`src/rtl/ascii_ps2_tx_if.sv`:
```
// ascii_ps2_tx_if: character handshake between a character source and the
// PS/2 keyboard emulator.
//   in_valid : source holds a character on ascii
//   ascii    : ASCII code to transmit
//   in_ready : emulator is idle and will accept on the next rising edge
interface ascii_ps2_tx_if;
    logic       in_valid;
    logic [7:0] ascii;
    logic       in_ready;

    modport master (
        output in_valid,
        output ascii,
        input  in_ready
    );

    modport slave (
        input  in_valid,
        input  ascii,
        output in_ready
    );
endinterface

```
`src/rtl/ascii_ps2_tx.sv`:
```
// ascii_ps2_tx: device-side PS/2 keyboard emulator. Takes one ASCII character
// per valid/ready handshake and plays the matching Set-2 make/break sequence
// (wrapped in Left-Shift make/break for uppercase) as 11-bit PS/2 frames,
// driving ps2_clk/ps2_data the way a keyboard would.
//
// Ports:
//   clk      : system clock, rising edge
//   clrn     : synchronous active-low reset
//   bus      : slave side of the character handshake (in_valid, ascii, in_ready)
//   ps2_clk  : PS/2 clock, idle high, registered
//   ps2_data : PS/2 data, idle high, registered
//   busy     : a character sequence is in progress
//   tx_done  : one-cycle pulse on the last GAP cycle of the last frame
//   err      : one-cycle pulse after an unsupported ASCII code is accepted
//
// State   | meaning
// --------+---------------------------------------------------------------
// S_IDLE  | lines high, in_ready=1, waiting for a character
// S_BIT_HI| ps2_clk high for HALF cycles; ps2_data changed on entry
// S_BIT_LO| ps2_clk low for HALF cycles; host samples on the falling edge
// S_GAP   | both lines high for GAP cycles after every frame
module ascii_ps2_tx #(
    parameter int HALF = 2500,
    parameter int GAP  = 5000
) (
    input  logic clk,
    input  logic clrn,
    ascii_ps2_tx_if.slave bus,
    output logic ps2_clk,
    output logic ps2_data,
    output logic busy,
    output logic tx_done,
    output logic err
);

    localparam logic [1:0] S_IDLE   = 2'd0;
    localparam logic [1:0] S_BIT_HI = 2'd1;
    localparam logic [1:0] S_BIT_LO = 2'd2;
    localparam logic [1:0] S_GAP    = 2'd3;

    localparam int CNT_MAX = (HALF > GAP) ? HALF : GAP;
    localparam int CW      = (CNT_MAX > 1) ? $clog2(CNT_MAX) : 1;
    localparam logic [CW-1:0] HALF_TC = CW'(HALF - 1);
    localparam logic [CW-1:0] GAP_TC  = CW'(GAP - 1);

    localparam logic [7:0] SC_BREAK  = 8'hF0;
    localparam logic [7:0] SC_LSHIFT = 8'h12;

    logic [1:0]    state;
    logic [CW-1:0] cnt;
    logic [3:0]    bit_idx;
    logic [2:0]    frame_idx;
    logic [7:0]    code_q;
    logic          shift_q;

    // ASCII -> scancode lookup; uppercase letters fold onto lowercase
    logic       lk_upper;
    logic [7:0] lk_char;
    logic [7:0] lk_code;
    logic       lk_ok;

    assign lk_upper = (bus.ascii >= 8'h41) && (bus.ascii <= 8'h5A);
    assign lk_char  = lk_upper ? (bus.ascii | 8'h20) : bus.ascii;

    always_comb begin
        lk_ok   = 1'b1;
        lk_code = 8'h00;
        case (lk_char)
            8'h61: lk_code = 8'h1C;
            8'h62: lk_code = 8'h32;
            8'h63: lk_code = 8'h21;
            8'h64: lk_code = 8'h23;
            8'h65: lk_code = 8'h24;
            8'h66: lk_code = 8'h2B;
            8'h67: lk_code = 8'h34;
            8'h68: lk_code = 8'h33;
            8'h69: lk_code = 8'h43;
            8'h6A: lk_code = 8'h3B;
            8'h6B: lk_code = 8'h42;
            8'h6C: lk_code = 8'h4B;
            8'h6D: lk_code = 8'h3A;
            8'h6E: lk_code = 8'h31;
            8'h6F: lk_code = 8'h44;
            8'h70: lk_code = 8'h4D;
            8'h71: lk_code = 8'h15;
            8'h72: lk_code = 8'h2D;
            8'h73: lk_code = 8'h1B;
            8'h74: lk_code = 8'h2C;
            8'h75: lk_code = 8'h3C;
            8'h76: lk_code = 8'h2A;
            8'h77: lk_code = 8'h1D;
            8'h78: lk_code = 8'h22;
            8'h79: lk_code = 8'h35;
            8'h7A: lk_code = 8'h1A;
            8'h30: lk_code = 8'h45;
            8'h31: lk_code = 8'h16;
            8'h32: lk_code = 8'h1E;
            8'h33: lk_code = 8'h26;
            8'h34: lk_code = 8'h25;
            8'h35: lk_code = 8'h2E;
            8'h36: lk_code = 8'h36;
            8'h37: lk_code = 8'h3D;
            8'h38: lk_code = 8'h3E;
            8'h39: lk_code = 8'h46;
            8'h20: lk_code = 8'h29;
            8'h0A: lk_code = 8'h5A;
            8'h0D: lk_code = 8'h5A;
            8'h08: lk_code = 8'h66;
            default: lk_ok = 1'b0;
        endcase
    end

    // Byte carried by the current frame, derived from the latched code/shift
    logic [7:0]  cur_byte;
    logic        last_frame;
    logic [10:0] frame_word;
    logic [3:0]  next_bit;

    always_comb begin
        cur_byte = code_q;
        if (shift_q) begin
            case (frame_idx)
                3'd0, 3'd5: cur_byte = SC_LSHIFT;
                3'd2, 3'd4: cur_byte = SC_BREAK;
                default:    cur_byte = code_q;
            endcase
        end else if (frame_idx == 3'd1) begin
            cur_byte = SC_BREAK;
        end
    end

    assign last_frame = shift_q ? (frame_idx == 3'd5) : (frame_idx == 3'd2);
    // stop, odd parity, data LSB first, start: index = bit number in the frame
    assign frame_word = {1'b1, ~^cur_byte, cur_byte, 1'b0};
    assign next_bit   = bit_idx + 4'd1;

    assign bus.in_ready = (state == S_IDLE);
    assign busy         = (state != S_IDLE);
    assign tx_done      = (state == S_GAP) && (cnt == GAP_TC) && last_frame;

    always_ff @(posedge clk) begin
        if (!clrn) begin
            state     <= S_IDLE;
            cnt       <= '0;
            bit_idx   <= '0;
            frame_idx <= '0;
            code_q    <= '0;
            shift_q   <= 1'b0;
            ps2_clk   <= 1'b1;
            ps2_data  <= 1'b1;
            err       <= 1'b0;
        end else begin
            err <= 1'b0;
            case (state)
                S_IDLE: begin
                    ps2_clk  <= 1'b1;
                    ps2_data <= 1'b1;
                    if (bus.in_valid) begin
                        if (lk_ok) begin
                            code_q    <= lk_code;
                            shift_q   <= lk_upper;
                            frame_idx <= '0;
                            bit_idx   <= '0;
                            cnt       <= '0;
                            ps2_data  <= 1'b0;
                            state     <= S_BIT_HI;
                        end else begin
                            err <= 1'b1;
                        end
                    end
                end
                S_BIT_HI: begin
                    if (cnt == HALF_TC) begin
                        cnt     <= '0;
                        ps2_clk <= 1'b0;
                        state   <= S_BIT_LO;
                    end else begin
                        cnt <= cnt + 1'b1;
                    end
                end
                S_BIT_LO: begin
                    if (cnt == HALF_TC) begin
                        cnt     <= '0;
                        ps2_clk <= 1'b1;
                        if (bit_idx == 4'd10) begin
                            ps2_data <= 1'b1;
                            state    <= S_GAP;
                        end else begin
                            bit_idx  <= next_bit;
                            ps2_data <= frame_word[next_bit];
                            state    <= S_BIT_HI;
                        end
                    end else begin
                        cnt <= cnt + 1'b1;
                    end
                end
                S_GAP: begin
                    if (cnt == GAP_TC) begin
                        cnt <= '0;
                        if (last_frame) begin
                            state <= S_IDLE;
                        end else begin
                            frame_idx <= frame_idx + 3'd1;
                            bit_idx   <= '0;
                            ps2_data  <= 1'b0;
                            state     <= S_BIT_HI;
                        end
                    end else begin
                        cnt <= cnt + 1'b1;
                    end
                end
                default: state <= S_IDLE;
            endcase
        end
    end

endmodule

```
`src/flat_wrapper.sv`:
```
// flat-port wrapper written by rule: the top's interface ports become plain ports
module ascii_ps2_tx_flat 
#(
    parameter int HALF = 2500,
    parameter int GAP  = 5000
)
  (clk, clrn, ps2_clk, ps2_data, busy, tx_done, err, bus_in_valid, bus_ascii, bus_in_ready);
  ascii_ps2_tx_if bus_i ();
  input  logic clk;
  input  logic clrn;
  output logic ps2_clk;
  output logic ps2_data;
  output logic busy;
  output logic tx_done;
  output logic err;
  input wire logic [$bits(bus_i.in_valid)-1:0] bus_in_valid;
  input wire logic [$bits(bus_i.ascii)-1:0] bus_ascii;
  output wire logic [$bits(bus_i.in_ready)-1:0] bus_in_ready;
  assign bus_i.in_valid = bus_in_valid;
  assign bus_i.ascii = bus_ascii;
  assign bus_in_ready = bus_i.in_ready;
  ascii_ps2_tx #(.HALF(HALF), .GAP(GAP)) u_core (.clk(clk), .clrn(clrn), .bus(bus_i), .ps2_clk(ps2_clk), .ps2_data(ps2_data), .busy(busy), .tx_done(tx_done), .err(err));
endmodule
```
`config.mk`:
```
export PLATFORM = sky130hd
export DESIGN_NAME = ascii_ps2_tx_flat
export DESIGN_NICKNAME = d
export VERILOG_FILES = /design/src/rtl/ascii_ps2_tx_if.sv /design/src/rtl/ascii_ps2_tx.sv /design/src/flat_wrapper.sv
export SDC_FILE = /design/constraint.sdc
export NUM_CORES = 1
export LEC_CHECK = 0
export ABC_AREA = 0
export BUFFER_PORTS_ARGS = -buffer_cell sky130_fd_sc_hd__buf_2
export CAP_MARGIN = 20
export CORE_MARGIN = 3
export CORE_UTILIZATION = 35
export DETAILED_ROUTE_END_ITERATION = 8
export PLACE_DENSITY_LB_ADDON = 0.1
export SYNTH_ARGS = -nofsm -noshare
export SYNTH_HDL_FRONTEND = slang
export SYNTH_SLANG_ARGS = --single-unit
```
`constraint.sdc`:
```
create_clock -name clk -period 2.1 [get_ports clk]
set_input_delay 0.315 -clock clk [delete_from_list [all_inputs] [get_ports clk]]
set_output_delay 0.315 -clock clk [all_outputs]
set_load 0.005 [all_outputs]
```
# Word-level counts from Yosys, hierarchy flattened
# Cells that the tools add are included.
# op_classes
div	0
add_sub_neg	3
shift	0
n_eq_ne	57
n_mul	0
mux	44
bitwise_logic	0
n_reduce_logical	23
magnitude_cmp	3
# ops
op	count
7-bit one-hot mux with 39 select lines	1
8-bit by 7-bit equality test with 1-bit output, second input constant	26
8-bit by 6-bit equality test with 1-bit output, second input constant	11
13-bit 2-to-1 mux	4
40-bit OR reduction	1
13-bit one-hot mux with 3 select lines	1
8-bit by 4-bit equality test with 1-bit output, second input constant	3
4-bit 2-to-1 mux	6
8-bit 2-to-1 mux	2
8-bit one-hot mux with 2 select lines	1
13-bit by 1-bit adder with 13-bit output, second input constant	1
13-bit by 12-bit equality test with 1-bit output, second input constant	1
13-bit equality test, second input constant	1
1-bit 2-to-1 mux	12
2-bit 2-to-1 mux	6
3-bit 2-to-1 mux	4
4-bit one-hot mux with 3 select lines	1
5-bit AND reduction	2
3-bit AND reduction	3
8-bit by 7-bit >= comparator with 1-bit output, second input constant	1
8-bit by 7-bit less-or-equal comparator with 1-bit output, second input constant	1
2-bit inequality test, second input constant	4
2-bit one-hot mux with 4 select lines	1
2-bit OR reduction	4
other kinds (23)	32
# word_totals
romBits	0
regBits	34
wordCells	139
ramBits	0
output_inout_bits	6
n_memories	0
in_bits	11
latch_bits	0

# Longest topological paths before layout
# logic_depth
word_depth	10
mapped_depth	11
ltp_nobuf	9

# Worst setup path after synthesis
# OpenSTA, ideal clock, no wires.
# synth_timing
path_kind	register -> register
startpoint	register u_core.bit_idx[0]
endpoint	register u_core.ps2_data
synth_period_minus_slack_ns	2.291
required_ns	1.970
setup_ns	0.130
setup_slack_ns	-0.191
arrival_ns	2.161
n_path_buf	2
stages_incl_launch_ff	11
cell_sequence	dfxtp_1 clkbuf_1 inv_1 ha_1 clkbuf_1 mux2i_1 nor4b_1 a41oi_1 a31oi_1 a2111oi_0 a21oi_1
# synth_via
elab_chain_len	6
elab_cells_between_ends	7
classes_between	add/sub (1); eq/ne (1); mux (5)
# synth_lines
item	line	rtl
from (decl)	ascii_ps2_tx.sv:51	logic [3:0] bit_idx;
from (signal assigned)	ascii_ps2_tx.sv:189	bit_idx <= next_bit;
4-bit by 1-bit adder with 4-bit output	ascii_ps2_tx.sv:135	assign next_bit = bit_idx + 4'd1;
1-bit binary-select mux with 4-bit select	ascii_ps2_tx.sv:190	ps2_data <= frame_word[next_bit];
1-bit 2-to-1 mux (implied by the code)	ascii_ps2_tx.sv:190	
1-bit 2-to-1 mux *	ascii_ps2_tx.sv:185	if (bit_idx == 4'd10) begin
1-bit 2-to-1 mux *	ascii_ps2_tx.sv:182	if (cnt == HALF_TC) begin
1-bit one-hot mux with 3 select lines *	ascii_ps2_tx.sv:154	case (state)
to (signal assigned)	ascii_ps2_tx.sv:190	
to (decl)	ascii_ps2_tx.sv:30	output logic ps2_data,
# Every way passes the cells marked *; elsewhere a longest branch is shown, timed or not. The select of a mux whose other input is x is not followed.
# A chain may end at the register's enable or synchronous reset.

# Worst setup path after layout
# layout_timing
startpoint	register u_core.cnt[4]
endpoint	register u_core.bit_idx[3]
# layout_via
elab_chain_len	3
elab_cells_between_ends	5
classes_between	eq/ne (4); reduce/logical (1)
# layout_lines
item	line	rtl
from (decl)	ascii_ps2_tx.sv:50	logic [CW-1:0] cnt;
from (signal assigned)	ascii_ps2_tx.sv:178	cnt <= cnt + 1'b1;
from (signal assigned)	ascii_ps2_tx.sv:194	cnt <= cnt + 1'b1;
from (signal assigned)	ascii_ps2_tx.sv:209	cnt <= cnt + 1'b1;
13-bit equality test / 13-bit by 12-bit equality test with 1-bit output (equally long branches)	ascii_ps2_tx.sv:198, ascii_ps2_tx.sv:182	
2-bit inequality test (no source line) / 2-bit by 1-bit inequality test with 1-bit output (equally long branches)	--	
7-bit AND reduction (no source line) *	--	
# Every way passes the cells marked *; elsewhere a longest branch is shown, timed or not.

==> results.md <==
- The placed instance count is 643.
- The post-cts hold buffer count is 0.
- The biggest area contributor in the post-synthesis netlist is dfxtp_1.
- The share of the Yosys chip area taken by registers is 0.213.
- The count of nets left with antenna violations once routing finished came out at 0.
- The routability congestion estimate is 0.930.
- The path with the worst hold slack has its endpoint at u_core.ps2_clk.
- The number of nets in the layout is 576.
- The commonest non-fill, non-tap cell in the layout is buf_4.
- Of the available clock period, the critical path in the final layout requires 1.06.
- In the layout the commonest cells are buf_4, nand2_1, nor2_1.
- The endpoint required time on the critical path is 2.31 ns.
- For this run, asynchronously set or reset flops after synthesis account for 0.
- The area growth from synthesis to layout is 53.1%.
- After detailed routing, the number of vias per cell comes to approximately 5.6.
- The CTS H-tree depth is 2.
- The start of the worst register-to-register path is u_core.cnt[4].
- Setup slack on the critical path of the routed design comes to -0.131 ns.
- Counting every net in the synthesized netlist gives between 400 and 500.
- STA classifies the critical path startpoint as a flop.
- Summing over every cut layer, the via total after detailed routing is 3665.
- Setup repair after global routing could not meet its margin everywhere.
- After synthesis, the share of cell area in mux cells is 0.0387.
- In this run the cell area of the synthesized design comes to a little over 3000 µm².
- The arrival time at the worst endpoint is about 2.4 ns.
- The depth of the worst hold-timing path is 2.
- Clock skew on the completed layout was measured at 0.00568 ns.
- Excluding fillers, the count of instances in the completed layout stands at 657.
- The flow ran to the end, but the final reports show violations.
- The overall track demand over capacity in global routing is 0.204.
- Clock-pin slew was measured on the worst setup and hold paths at about 0.07 ns.
- After detailed routing, the number of remaining DRC violations is 0.
- The launch point of the critical path is u_core.cnt[4].
- The global-route wire length before repair is 16800 µm.
- The later pin in the worst-skew pair is clocked with a latency of 0.29 ns.
- The worst slack at placement is -0.505 ns.
- Max-cap violations in this run came to 0.
- On the critical path, the stage with the largest delay is an instance of or4_4.
- The power consumption is 2.17 mW.
- The worst IR drop on VDD is 203 µV.
- Setup violations remaining at the end of the flow were counted as 6.
- After synthesis, the netlist uses 61 different library cells.
- Row generation in the floorplan step produced 33 rows.
- The number of port buffers is 16.
- The number of clock sinks is 33.
- In this run the deepest clock path goes through 2 buffers.
- Entering global routing, the biggest net connects 23 pins.
- For this run, the top clock speed supported by timing is ~450 MHz.
- The worst setup path is captured at a flop.
- The highest fanout seen on the critical path is 5.
- The compound-gate portion of the synthesized area was 0.254.
- Once detailed placement completed, the half-perimeter wirelength came to slightly below 8000 µm.
- After synthesis, the largest family of logic cells by area is simple AND/OR/NAND/NOR gates.
- The worst register-to-register path has a setup slack of -0.13 ns.
- In this run the horizontal extent of the chip is around 100 µm.
- The die span in y is around 100 µm.
- The register bit total from synthesis is 33.
- The worst register-to-register path ends at u_core.bit_idx[3].
- The worst relative slew slack is 0.524.
- The area of the core is 8420 µm².
- The total power per unit cell area is 456 nW/µm².
- The worst hold-check path type is input port to flop.
- The global route total overflow is 0.
- The startpoint identified for the worst hold timing path is clrn.
- The critical path goes through or3_4 -> or4_4 -> nor2b_4 -> o211a_4 -> o21ai_4 -> or4_1 -> a21oi_1.
- The final hold slack is between 0.2 and 0.3 ns.
- The number of global-route vias before repair came to 3464.
- In this run, CTS created clock tree buffers numbering 5.
- In the final layout, the share of cells above drive strength 1 is 0.404.
- The area fraction in and, or, nand and nor cells after synthesis is 0.346.
- The critical setup path kind is flop to flop.
- The dominant register cell in the synthesized netlist is dfxtp_1.
- The initial cell density of the core is 0.369.
- The synthesized area divided by synthesized cell count is just over 7 µm².
- Before antenna repair, the detailed router went through 4 iterations.
- The die covers 10000 µm².
- The count of flip-flops with a built-in enable after synthesis is 0.
- TritonCTS built the clock tree.
- Of the total synthesized cell area, the portion taken by XOR and XNOR cells is 0.0310.
- Counting I/O delays and the setup requirement, the final critical path takes 2.23 ns.
- The Yosys step of the flow raised 0 warnings.
- The root buffer cell chosen for the clock tree is clkbuf_8.
- The number of hold violations in the final report is 0.
- The worst stage delay on the critical path is 0.46 ns.
- The top-level port count is 17.
- In the final routed layout, each cell accounts on average for 15.4 µm.
- The logic depth of the worst register-to-register path is 7.
- At the pin with the least slew margin, the transition time is 0.713 ns.
- The final reports fail on setup timing.
- The total inserted antenna cells is 0.
- After synthesis, the cell types taking the most area are dfxtp_1, a21oi_1, ha_1.
- The routed wire length is 10100 µm.
- The number of cells produced by synthesis is about 440.
- For this design the static power due to leakage is 1.88 nW.
- The number of pins exceeding their max-slew limit in the final report is 0.
- With fillers left out, the area of the finished cells amounts to 4760 µm².
- The first-iteration detailed-routing DRC count is 175.
- The number of antenna violations at the first check in global routing is 0.
- Of the total synthesized cell area, the portion taken by full adders, half adders and majority gates is 0.0524.
- The fraction of post-synthesis cell area in the top cell type by area is 0.213.
- The cell area after placement is 4270 µm².
[routing by layer]
metal	GRT usage	vias to the layer above	share of wire
li1	-	1854	-
met3	0.0264	18	0.032
met2	0.317	71	0.45
met4	0.0580	0	0.020
met1	0.295	1722	0.49
met5	0	-	0
[state kept, by name (all words and copies together), names as in the netlist]
register	cells
u_core.frame_idx	3
u_core.err	1
u_core.ps2_data	1
u_core.code_q	7
u_core.cnt	13
u_core.shift_q	1
u_core.ps2_clk	1
u_core.state	2
u_core.bit_idx	4
[critical path: cells and delay by family, from the launching register on]
| kind | cells | cell delay, ns |
|---|---|---|
| AND/OR/NAND/NOR | 4 | 1.42 |
| AO/OA/AOI/OAI | 3 | 0.40 |
| flip-flops | 1 | 0.32 |
[final cells by class]
| cell class | instances | area (µm²) |
|---|---|---|
| Timing Repair Buffer | 139 | 1140 |
| Fill cell | 809 | 3670 |
| Inverter | 15 | 56.3 |
| Multi-Input combinational cell | 358 | 2670 |
| Sequential cell | 33 | 668 |
| Clock buffer | 7 | 86.3 |
| Tap cell | 105 | 131 |
[where the power goes]
part,total (mW),internal [mW],switching (mW)
combinational,0.988,0.489,0.499
clock,0.507,0.261,0.247
sequential,0.674,0.653,0.0212
total,2.17,1.40,0.767
[how the worst max path moves through the flow]
stage,endpoint
6_report,u_core.bit_idx[3]
3_3_place_gp,u_core.code_q[1]
5_1_grt,u_core.bit_idx[3]
3_5_place_dp,u_core.code_q[1]
4_1_cts,tx_done
2_1_floorplan,u_core.bit_idx[0]
[timing repair]
item / 4_1_cts / 5_1_grt
hold endpoints to repair: 0 / 0
setup buffers: 3 / 4
gates cloned: 0 / 1
gates resized for setup: 27 / 51
endpoints found under the setup margin: 26 / 32
pin swaps: 9 / 12
[cells in the mapped netlist, drive strengths merged, types with 9 or more instances]
cell,n
dfxtp,33
clkbuf,15
nor3,14
inv,15
nand2,42
nand2b,15
nor4,9
mux2i,12
a21oi,43
buf,17
nand3,26
nor2,37
o21ai,20
ha,13
[logic make-up after synthesis]
logic type,after synthesis
AOI/OAI and AO/OA,122
muxes,12
and+or+nand+nor,200
DFF,33
adders and majority gates,13
xor gates and xnor gates,11
buffers and inverters,47
[stage by stage]
step                      utilization  setup TNS, ns
after floorplan                     -         -0.318
after global placement          0.507          -8.42
after detailed placement        0.507          -9.82
after CTS                       0.531         -0.478
after global routing            0.565          -1.35
final                           0.565         -0.525
Note: power is estimated with default switching activity, not from simulation.
